--- config.mk ---
export PLATFORM = sky130hd
export DESIGN_NAME = rat_intc
export DESIGN_NICKNAME = d
export VERILOG_FILES = /design/src/rtl/rat_intc.sv
export SDC_FILE = /design/constraint.sdc
export NUM_CORES = 1
export LEC_CHECK = 0
export ABC_CLOCK_PERIOD_IN_PS = 3400
export CORE_MARGIN = 2
export CORE_UTILIZATION = 50
export DETAILED_ROUTE_END_ITERATION = 16
export GPL_TIMING_DRIVEN = 0
export PLACE_DENSITY = 0.79
export SLEW_MARGIN = 0
export SYNTH_ARGS = -nofsm -noshare
export SYNTH_HDL_FRONTEND = slang
export SYNTH_SLANG_ARGS = --single-unit
--- constraint.sdc ---
create_clock -name clk -period 3.4 [get_ports clk]
set_clock_uncertainty 0.2 [all_clocks]
set_input_delay 0.68 -clock clk [delete_from_list [all_inputs] [get_ports clk]]
set_output_delay 0.68 -clock clk [all_outputs]
set_load 0.05 [all_outputs]
--- src/rtl/rat_intc.sv ---
// Interrupt controller in front of the RAT control unit. It handles NUM_SRC edge or level
// sources with per-source masking and lowest-index-first priority, and is programmed over the I/O bus.
//   state   | meaning
//   IDLE    | no request outstanding, arbitrate eligible sources
//   REQ     | INTV asserted for ACTIVE_ID, waiting for INT_ACK
//   SERVICE | ISR running for ACTIVE_ID, waiting for EOI write
module rat_intc #(
    parameter int         NUM_SRC    = 8,
    parameter logic [7:0] LEVEL_MASK = 8'h00,
    parameter logic [7:0] MASK_PORT  = 8'h20,
    parameter logic [7:0] PEND_PORT  = 8'h21,
    parameter logic [7:0] VEC_PORT   = 8'h22
) (
    input  logic               clk,
    input  logic               RESET_N,
    input  logic [NUM_SRC-1:0] IRQ_IN,
    input  logic [7:0]         PORT_ID,
    input  logic [7:0]         OUT_PORT,
    input  logic               IO_STRB,
    input  logic               INT_ACK,
    output logic               INTV,
    output logic [2:0]         ACTIVE_ID,
    output logic [7:0]         IN_DATA,
    output logic               IN_SEL
);

    typedef enum logic [1:0] {
        IDLE    = 2'd0,
        REQ     = 2'd1,
        SERVICE = 2'd2
    } state_t;

    state_t             state_q, state_d;
    logic [NUM_SRC-1:0] sync1_q, sync2_q, hist_q;
    logic [NUM_SRC-1:0] pend_q, pend_d, mask_q, mask_d;
    logic [NUM_SRC-1:0] rise, w1c, ack_clr;
    logic [2:0]         active_id_q, active_id_d, winner;
    logic [7:0]         pend8, mask8, elig8;
    logic               mask_wr, pend_wr, eoi, active_elig, in_service;

    assign mask_wr = IO_STRB && (PORT_ID == MASK_PORT);
    assign pend_wr = IO_STRB && (PORT_ID == PEND_PORT);
    assign eoi     = IO_STRB && (PORT_ID == VEC_PORT);

    assign rise   = sync2_q & ~hist_q;
    assign w1c    = pend_wr ? OUT_PORT[NUM_SRC-1:0] : '0;
    assign mask_d = mask_wr ? OUT_PORT[NUM_SRC-1:0] : mask_q;

    // Zero-extended views let the rest of the logic work on fixed 8-bit vectors
    always_comb begin
        pend8 = '0;
        mask8 = '0;
        pend8[NUM_SRC-1:0] = pend_q;
        mask8[NUM_SRC-1:0] = mask_q;
    end

    assign elig8       = pend8 & mask8;
    assign active_elig = elig8[active_id_q];

    always_comb begin
        winner = '0;
        for (int i = NUM_SRC - 1; i >= 0; i--) begin
            if (elig8[i]) winner = 3'(i);
        end
    end

    always_comb begin
        ack_clr = '0;
        for (int i = 0; i < NUM_SRC; i++) begin
            ack_clr[i] = INT_ACK && (state_q == REQ) && (active_id_q == 3'(i));
        end
    end

    // Edge bits: a new edge overrides a coincident ACK or W1C clear
    always_comb begin
        pend_d = '0;
        for (int i = 0; i < NUM_SRC; i++) begin
            if (LEVEL_MASK[i]) pend_d[i] = sync2_q[i];
            else               pend_d[i] = rise[i] | (pend_q[i] & ~w1c[i] & ~ack_clr[i]);
        end
    end

    always_ff @(posedge clk) begin
        if (!RESET_N) begin
            sync1_q <= '0;
            sync2_q <= '0;
            hist_q  <= '0;
            pend_q  <= '0;
            mask_q  <= '0;
        end else begin
            sync1_q <= IRQ_IN;
            sync2_q <= sync1_q;
            hist_q  <= sync2_q;
            pend_q  <= pend_d;
            mask_q  <= mask_d;
        end
    end

    always_ff @(posedge clk) begin
        if (!RESET_N) begin
            state_q     <= IDLE;
            active_id_q <= '0;
        end else begin
            state_q     <= state_d;
            active_id_q <= active_id_d;
        end
    end

    always_comb begin
        state_d     = state_q;
        active_id_d = active_id_q;
        case (state_q)
            IDLE: begin
                if (|elig8) begin
                    state_d     = REQ;
                    active_id_d = winner;
                end
            end
            REQ: begin
                if (INT_ACK)           state_d = SERVICE;
                else if (!active_elig) state_d = IDLE;
            end
            SERVICE: begin
                if (eoi) state_d = IDLE;
            end
            default: state_d = IDLE;
        endcase
    end

    always_comb begin
        INTV       = (state_q == REQ);
        in_service = (state_q == SERVICE);
    end

    assign ACTIVE_ID = active_id_q;

    always_comb begin
        IN_DATA = '0;
        IN_SEL  = 1'b0;
        if (PORT_ID == MASK_PORT) begin
            IN_DATA = mask8;
            IN_SEL  = 1'b1;
        end else if (PORT_ID == PEND_PORT) begin
            IN_DATA = pend8;
            IN_SEL  = 1'b1;
        end else if (PORT_ID == VEC_PORT) begin
            IN_DATA = {in_service, 4'b0000, active_id_q};
            IN_SEL  = 1'b1;
        end
    end

endmodule

Word level (Yosys, flattened, before mapping):

Index checks and enable logic that the tools add are counted.

* register bits: 45
* input bits: 28
* output and inout bits: 13
* logic and storage cells: 105

* $lt $le $gt $ge: 1
* eq/ne operators: 15
* muxes and demuxes: 22
* bitwise gates (word level): 43
* reduce and logical (&&, ||, !) cells: 17

Operators with widths (count)
* $mux 8: 4
* $eq 8x6->1 const B: 3
* $mux 3: 8
* $and 1x1->1: 16
* $and 8x8->8: 2
* $not 1->1: 16
* $eq 3x3->1 const B: 4
* $logic_and 1x1->1: 12
* $mux 2: 4
* $not 8->8: 1
* $or 1x1->1: 8
* $reduce_or 8->1: 1
* $eq 3x2->1 const B: 2
* $pmux 2 s3: 1
* $lt 3x4->1 const B: 1
* $mux 1: 4
* $ne 2x2->1 const B: 2
* $bmux 1 s3: 1
* $eq 3x1->1 const B: 1
* $logic_not 3->1: 1
* $ne 3x3->1 const B: 1
* $reduce_and 3->1: 1
* $eq 2x1->1 const B: 1
* $eq 2x2->1 const B: 1
* other kinds (2): 2

Logic depth before layout (Yosys ltp):

* depth after elaboration: 9
* mapped depth: 5
* gate-level depth less buffers: 4

Worst setup path before layout:

No wires, ideal clock.

* path type: input port to output port
* start: in PORT_ID[4]
* end: out IN_DATA[3]
* arrival time: 2.309 ns
* required time: 2.520 ns
* path slack: 0.211 ns
* cell stages on the path: 3
* path buffers: 0
* path through: nor4b_4 -> nand2_1 -> nor3_1

* longest elaborated chain between the ends: 3

Ends and longest elaborated chain
* start, declared: line 17 `input logic [7:0] PORT_ID,`
* $eq 8x6->1: line 143 `end else if (PORT_ID == PEND_PORT) begin`
* $mux 8: line 143
* $mux 8 *: line 140 `if (PORT_ID == MASK_PORT) begin`
* end, declared: line 23 `output logic [7:0] IN_DATA,`

Every way passes the cells marked *; elsewhere a longest branch is shown, timed or not.

Worst setup path after layout:

* start: in PORT_ID[4]
* end: out IN_DATA[0]

* longest elaborated chain between the ends: 4

Ends and longest elaborated chain
* $eq 8x6->1: line 146 `end else if (PORT_ID == VEC_PORT) begin`
* $mux 8: line 146
* $mux 8: line 143
* $mux 8 *: line 140

Marked as above.

==> results.py <==
metrics = {
    "outcome": {
        "outcome": "complete, no violations",
    },
    "logic_synthesis": {
        "synth.area.top_cells": "dfxtp_1 (47%), mux2i_1 (8.3%), nand2_1 (7.9%)",
        "postSynthCellCount": 219,
        "yosys_warnings": 0,
        "synth_edf_count": 0,
        "yosysTopAreaCellShare_pct": 46.5,
        "netlist_area_um2": 1940,
        "seq_area_frac_synth_pct": 46.5,
        "synth-async-reset-ratio_pct": 0,
        "synth_flop_cell": "dfxtp_1",
        "avgSynthCellArea_um2": 8.84,
        "synth_cell_types": 33,
        "synth_top_area_cell": "dfxtp_1",
        "synth_fp_nets": 247,
        "ys_ff_latch": 45,
    },
    "sta": {
        "tns_ns": 0,
        "maxSlewViolCount": 0,
        "clock.fmax_ghz": 0.307,
        "worst_pin_slew_ns": 0.550,
        "rsz0062_at_grt": "false",
        "slew_headroom_pct": 63.2,
        "hold_violations": 0,
        "fin_crit_ns": 3.26,
        "setup_violations": 0,
        "final.setup.worst_slack_ns": 0.144,
        "period_share_pct": 95.8,
    },
    "power": {
        "ir_worst_vdd_mv": 0.344,
        "leakagePower_nw": 1.01,
        "power_density_nw_per_um2": 391,
        "p_total_uw": 955,
    },
    "clock_network": {
        "insertion_delay_ns": 0.30,
        "postCtsSetupBuffers": 0,
        "cts.clk_slew.worst_paths_ns": 0.08,
        "cts_tree": "built",
        "clock-root-buffer": "clkbuf_8",
        "clock_path_buffers": 2,
        "cts_sinks": 45,
        "numCtsBuffers": 5,
        "htree_levels": 2,
        "hold_buffers": 0,
    },
    "critical_path": {
        "crit_path_max_fanout": 9,
        "crit_start": "PORT_ID[4]",
        "r2r_slack_ns": 1.52,
        "arrival_ns": 2.38,
        "endpoint_kind": "output port",
        "worstSetupStartpointType": "input pin",
        "reg2reg_to": "state_q[0]",
        "critPathRequiredTime_ns": 2.52,
        "critical_path_class": "input pin to output port",
        "r2r_cells": 5,
        "r2r-start": "ACTIVE_ID[1]",
    },
    "route": {
        "drt_iter0_drc": 181,
        "vias": 1685,
        "drc_errors": 0,
        "ant_nets": 0,
        "dr.pass1.iters": 4,
        "viasPerCell": 5.37,
        "routed_wl_um": 4360,
        "wl_per_cell_um": 13.9,
    },
    "floorplan": {
        "initial_utilization_pct": 52.5,
        "row_count": 22,
        "core_area_um2": 3690,
        "pin_count": 41,
        "dieArea_um2": 4390,
        "die_height_um": 66.2,
        "die_w_um": 66.2,
    },
    "grt": {
        "grt_pass1_vias": 1591,
        "grt_pass1_wl_um": 7270,
        "antenna_found_initial": 0,
        "track_usage_pct": 22.2,
        "overflow": 0,
        "grt_start_max_net_pins": 15,
    },
    "placed_design": {
        "hpwlAfterDp_um": 3240,
        "dp.cells": 306,
        "portBuffers": 39,
        "place_ws_ns": -0.264,
        "place.gp.congestion": 0.863,
    },
    "hold_path": {
        "hold_path_class": "flop to flop",
        "whs_path_depth": 1,
        "holdPathEnd": "pend8[2]",
        "min-delay-start": "hist_q[2]",
    },
    "finish": {
        "drive_gt1_share_pct": 7.52,
        "area_growth_syn_to_layout_pct": 26.1,
        "final_nets": 293,
        "finalNonFillerCells": 314,
        "diodes": 0,
    },
    "flow_run": {
        "maxCapViolations": 0,
    },
}
report_power, final:
group | total, mW | leakage, nW | switching [mW] | internal, mW
Sequential | 0.553 | 0.368 | 0.0100 | 0.543
Combinational | 0.0778 | 0.602 | 0.0335 | 0.0443
Clock | 0.324 | 0.0374 | 0.180 | 0.145
final cells by class:
cell class	instances	area, µm²
Buffer	11	46.3
Clock buffer	6	72.6
Clock inverter	2	15.0
Fill cell	335	1250
Inverter	10	37.5
Multi-Input combinational cell	153	953
Sequential cell	45	901
Tap cell	48	60.1
Timing Repair Buffer	39	357
timing repair:
item	in CTS	in global routing
resized for setup	9	17
cloned	0	0
endpoints found under the setup margin	9	7
placed cells by master (no fill, tap or decap):
cell	instances
nand2_1	41
o21ai_1	7
clkbuf_8	5
clkbuf_2	7
nand2b_1	1
o2bb2ai_1	1
nand3b_1	2
a221o_1	6
dfxtp_1	45
o211ai_1	2
and2_1	19
clkdlybuf4s50_1	30
o31ai_1	1
nor4b_4	1
nor2b_1	7
clkinvlp_4	2
a21boi_1	2
nand3_2	1
and4_1	1
mux2i_1	16
a21oi_1	8
inv_1	10
nand3_1	4
nor3_4	1
o21ai_0	1
nand4_1	1
a22oi_1	5
a2bb2oi_1	1
nor2_1	12
dlygate4sd2_1	3
buf_2	3
a41o_1	3
a221oi_1	2
clkbuf_1	8
a211oi_1	1
nor3_1	4
a32oi_1	2
sequential cells by signal, indices dropped and copies added, names as in the netlist:
| signal | count |
|---|---|
| sync1_q | 8 |
| sync2_q | 8 |
| pend8 | 8 |
| hist_q | 8 |
| state_q | 2 |
| mask8 | 8 |
| ACTIVE_ID | 3 |
through the flow:
step,area [µm²],utilization (%),hold slack (ns)
6_report,2440,66.2,0.206
5_1_grt,2440,66.2,0.228
4_1_cts,2460,66.8,0.206
3_5_place_dp,2390,64.7,0.195
3_3_place_gp,2390,64.7,0.191
2_1_floorplan,1940,-,0.189
synthesized netlist by cell type, drive strengths merged (2+ instances only):
master / number
o211ai: 2
nand2: 41
a21boi: 2
inv: 10
nor2b: 7
mux2i: 16
clkbuf: 7
a41o: 3
nand3: 5
dfxtp: 45
a32oi: 2
a21oi: 8
o21ai: 8
nor2: 12
a221o: 6
a221oi: 2
a22oi: 5
nand3b: 2
and2: 19
nor3: 5
buf: 4
worst max path at each step:
stage / endpoint
2_1_floorplan: IN_DATA[3]
3_3_place_gp: IN_DATA[3]
3_5_place_dp: IN_DATA[6]
4_1_cts: IN_DATA[6]
5_1_grt: IN_DATA[1]
6_report: IN_DATA[0]
logic make-up (layout without fill, tap and decap cells):
group,after synthesis,in the layout,synth area share (%)
buf+inv,21,68,4.26
mux,16,16,8.27
simple gates,95,95,25.2
compound gates,42,42,15.8
flops,45,45,46.5
worst max-delay path, cell delays in order:
cell,delay [ns]
clkdlybuf4s50_1,0.44
nor4b_4,0.34
nand2_1,0.24
nor2_1,0.15
dlygate4sd2_1,0.53
metal layers:
layer	wire length (µm)	vias to the layer above	global-route usage, %	share of wire [%]
met5	0	-	0	0
met4	72	0	9.95	1.6
met3	379	8	5.96	8.7
met2	1980	78	37.4	45
met1	1930	748	26.2	44
li1	-	851	-	-
Note: power is estimated with default switching activity, not from simulation.
==> RTL change (same settings) <==
The parameter `VEC_PORT` goes from 8'h22 to 8'h20.
--- a/src/rtl/rat_intc.sv
+++ b/src/rtl/rat_intc.sv
@@ -9,7 +9,7 @@
     parameter logic [7:0] LEVEL_MASK = 8'h00,
     parameter logic [7:0] MASK_PORT  = 8'h20,
     parameter logic [7:0] PEND_PORT  = 8'h21,
-    parameter logic [7:0] VEC_PORT   = 8'h22
+    parameter logic [7:0] VEC_PORT   = 8'h20
 ) (
     input  logic               clk,
     input  logic               RESET_N,
Check against the original RTL: not equivalent (a bounded check fails within 4 cycles, from zero or initial values and one cycle with RESET_N low).
==> RTL change against the original RTL <==
Routed wire length is 13% lower. Critical path type unchanged. Critical endpoint is now IN_SEL. Final area is 3.2% lower. Total power is 2.9% lower. Setup slack better by 0.078 ns. Synthesized area is 2.7% lower. First-iteration DRC count is 59% lower. Cell count is 8.6% lower. Sequential cell count stayed put.
==> RTL change: results (changes against the original RTL) <==
metric,value,unit,change
clk_pin_slew_worst_paths,0.07,ns,
number_of_global_route_vias_before_repair,1356,,-15%
final_layout_size_suffix_gt1_share,10.9,%,+3.4 points
wirelength_per_cell,13.2,um,-5.2%
ys_seq_area_share,47.8,%,+1.3 points
crit_path_max_fanout,9,,unchanged
run_status,"complete, no violations",,
maximum_number_of_pins_on_one_net_before_global_route_repair,13,,-2
numPlacedInstances,279,,-8.8%
timing.critical_path.arrival,2.30,ns,-0.08 ns
post-cts-setup-buffers,0,,unchanged
gpl.final_weighted_congestion,0.901,,+4.3%
io_buffer_count,38,,-2.6%
switch_pwr,0.196,mW,-12%
ys_top_cells_by_area,"sky130_fd_sc_hd__dfxtp_1, sky130_fd_sc_hd__mux2i_1, sky130_fd_sc_hd__and2_1",,
clk-insertion-delay-late,0.30,ns,about the same
synth_fp_nets,221,,-11%
finalNonFillerCells,287,,-8.6%
clock_path_buffers,2,,unchanged
grtUsageTotal,20.5,%,-1.7 points
standby_leakage_power,1.01,nW,+0.12%
vias,1508,,-11%
worstMarginPinSlew,0.491,ns,-0.0586 ns
met1_length,1650,um,-14%
total_met3_wirelength_after_detailed_routing,329,um,-13%
drt_pre_antenna_iters,4,,unchanged
detailed_place_hpwl,2820,um,-13%
ys.warnings.count,0,,unchanged
avgSynthCellArea,9.76,um^2,+10%
nNetsFinal,266,,-9.2%
async_flop_share,0,%,unchanged
yosys-top-cells-count,"sky130_fd_sc_hd__dfxtp_1, sky130_fd_sc_hd__and2_1, sky130_fd_sc_hd__nand2_1, sky130_fd_sc_hd__mux2i_1, sky130_fd_sc_hd__nor2b_1",,
top_signal_layer_used,met4,,
cts_root_buf,sky130_fd_sc_hd__clkbuf_8,,
vdd.ir_drop.worst,0.000303,V,-12%
antenna-diode-count,0,,unchanged
dpl_cell_area,2320,um^2,-2.6%
detailroute.wirelength.met2,1730,um,-12%
first_iter_violations,75,,-59%
pre_cts_setup_slack,-0.183,ns,+0.0813 ns
number_of_antenna_violations_at_the_first_check_in_global_routing,0,,unchanged
first_pass_grt_wire_length,6510,um,-10%
min_path_type,register to register,,
netlist-cell-type-count,35,,+6.1%
==> RTL change: changes by cell type after synthesis, moves of 5 or more <==
cell	before	now
sky130_fd_sc_hd__nand2_1	41	20
sky130_fd_sc_hd__a21oi_1	8	1
sky130_fd_sc_hd__nor2b_1	7	14
sky130_fd_sc_hd__o21ai_1	7	0
sky130_fd_sc_hd__a221o_1	6	0
sky130_fd_sc_hd__a22o_1	0	5
sky130_fd_sc_hd__a22oi_1	5	0
sky130_fd_sc_hd__and2_1	19	24
==> RTL change: worst paths after layout <==
path                             startpoint                 endpoint  slack (ns)  cells past startpoint
setup / recovery                 PORT_ID[6]                   IN_SEL        0.22                      5
hold / removal         hist_q[5]$_SDFF_PN0_      pend8[5]$_SDFF_PN0_        0.20                      1
setup reg to reg  ACTIVE_ID[0]$_SDFFE_PN0P_  state_q[1]$_SDFFE_PN0P_        1.65                      4
hold reg to reg        hist_q[5]$_SDFF_PN0_      pend8[5]$_SDFF_PN0_        0.20                      1
==> RTL change: layer usage <==
layer / global-route usage [%] / vias to the layer above
li1: - / 763
met1: 25.6 / 679
met2: 33.0 / 59
met3: 6.51 / 7
met4: 7.81 / 0
met5: 0 / -
==> RTL change: final cells by class <==
cell class,count,area [um^2]
plain buffers,8,36.3
multi-input cells,132,917
inverters,8,30.0
clock buffers,8,80.1
repair buffers,38,339
well taps,48,60.1
fillers,336,1270
flip-flops and latches,45,901
==> RTL change: repair_timing <==
item,4_1_cts,5_1_grt
resized for setup,9,16
hold endpoints to repair,0,0
endpoints found under the setup margin,9,8
==> RTL change: cell families after synthesis <==
family,after synthesis,share of synthesized area (%)
AOI/OAI and AO/OA,29,13.3
buffers and inverters,16,3.52
DFF,45,47.8
muxes,18,10.9
and+or+nand+nor,85,24.5
==> RTL change: critical path: stages <==
cell and delay [ns]:
sky130_fd_sc_hd__clkdlybuf4s50_1 0.41, sky130_fd_sc_hd__nor4_2 0.35, sky130_fd_sc_hd__nand2_1 0.25, sky130_fd_sc_hd__inv_1 0.09, sky130_fd_sc_hd__dlygate4sd2_1 0.52
==> RTL change: power groups by stage <==
stage / Clock (mW) / Sequential [mW] / Combinational, mW
finish: 0.309 / 0.553 / 0.0663
detailed placement: 0 / 0.565 / 0.0672
global placement: 0 / 0.564 / 0.0659
floorplan: 0 / 0.562 / 0.0294
global route: 0.347 / 0.555 / 0.0734
CTS: 0.318 / 0.553 / 0.0674
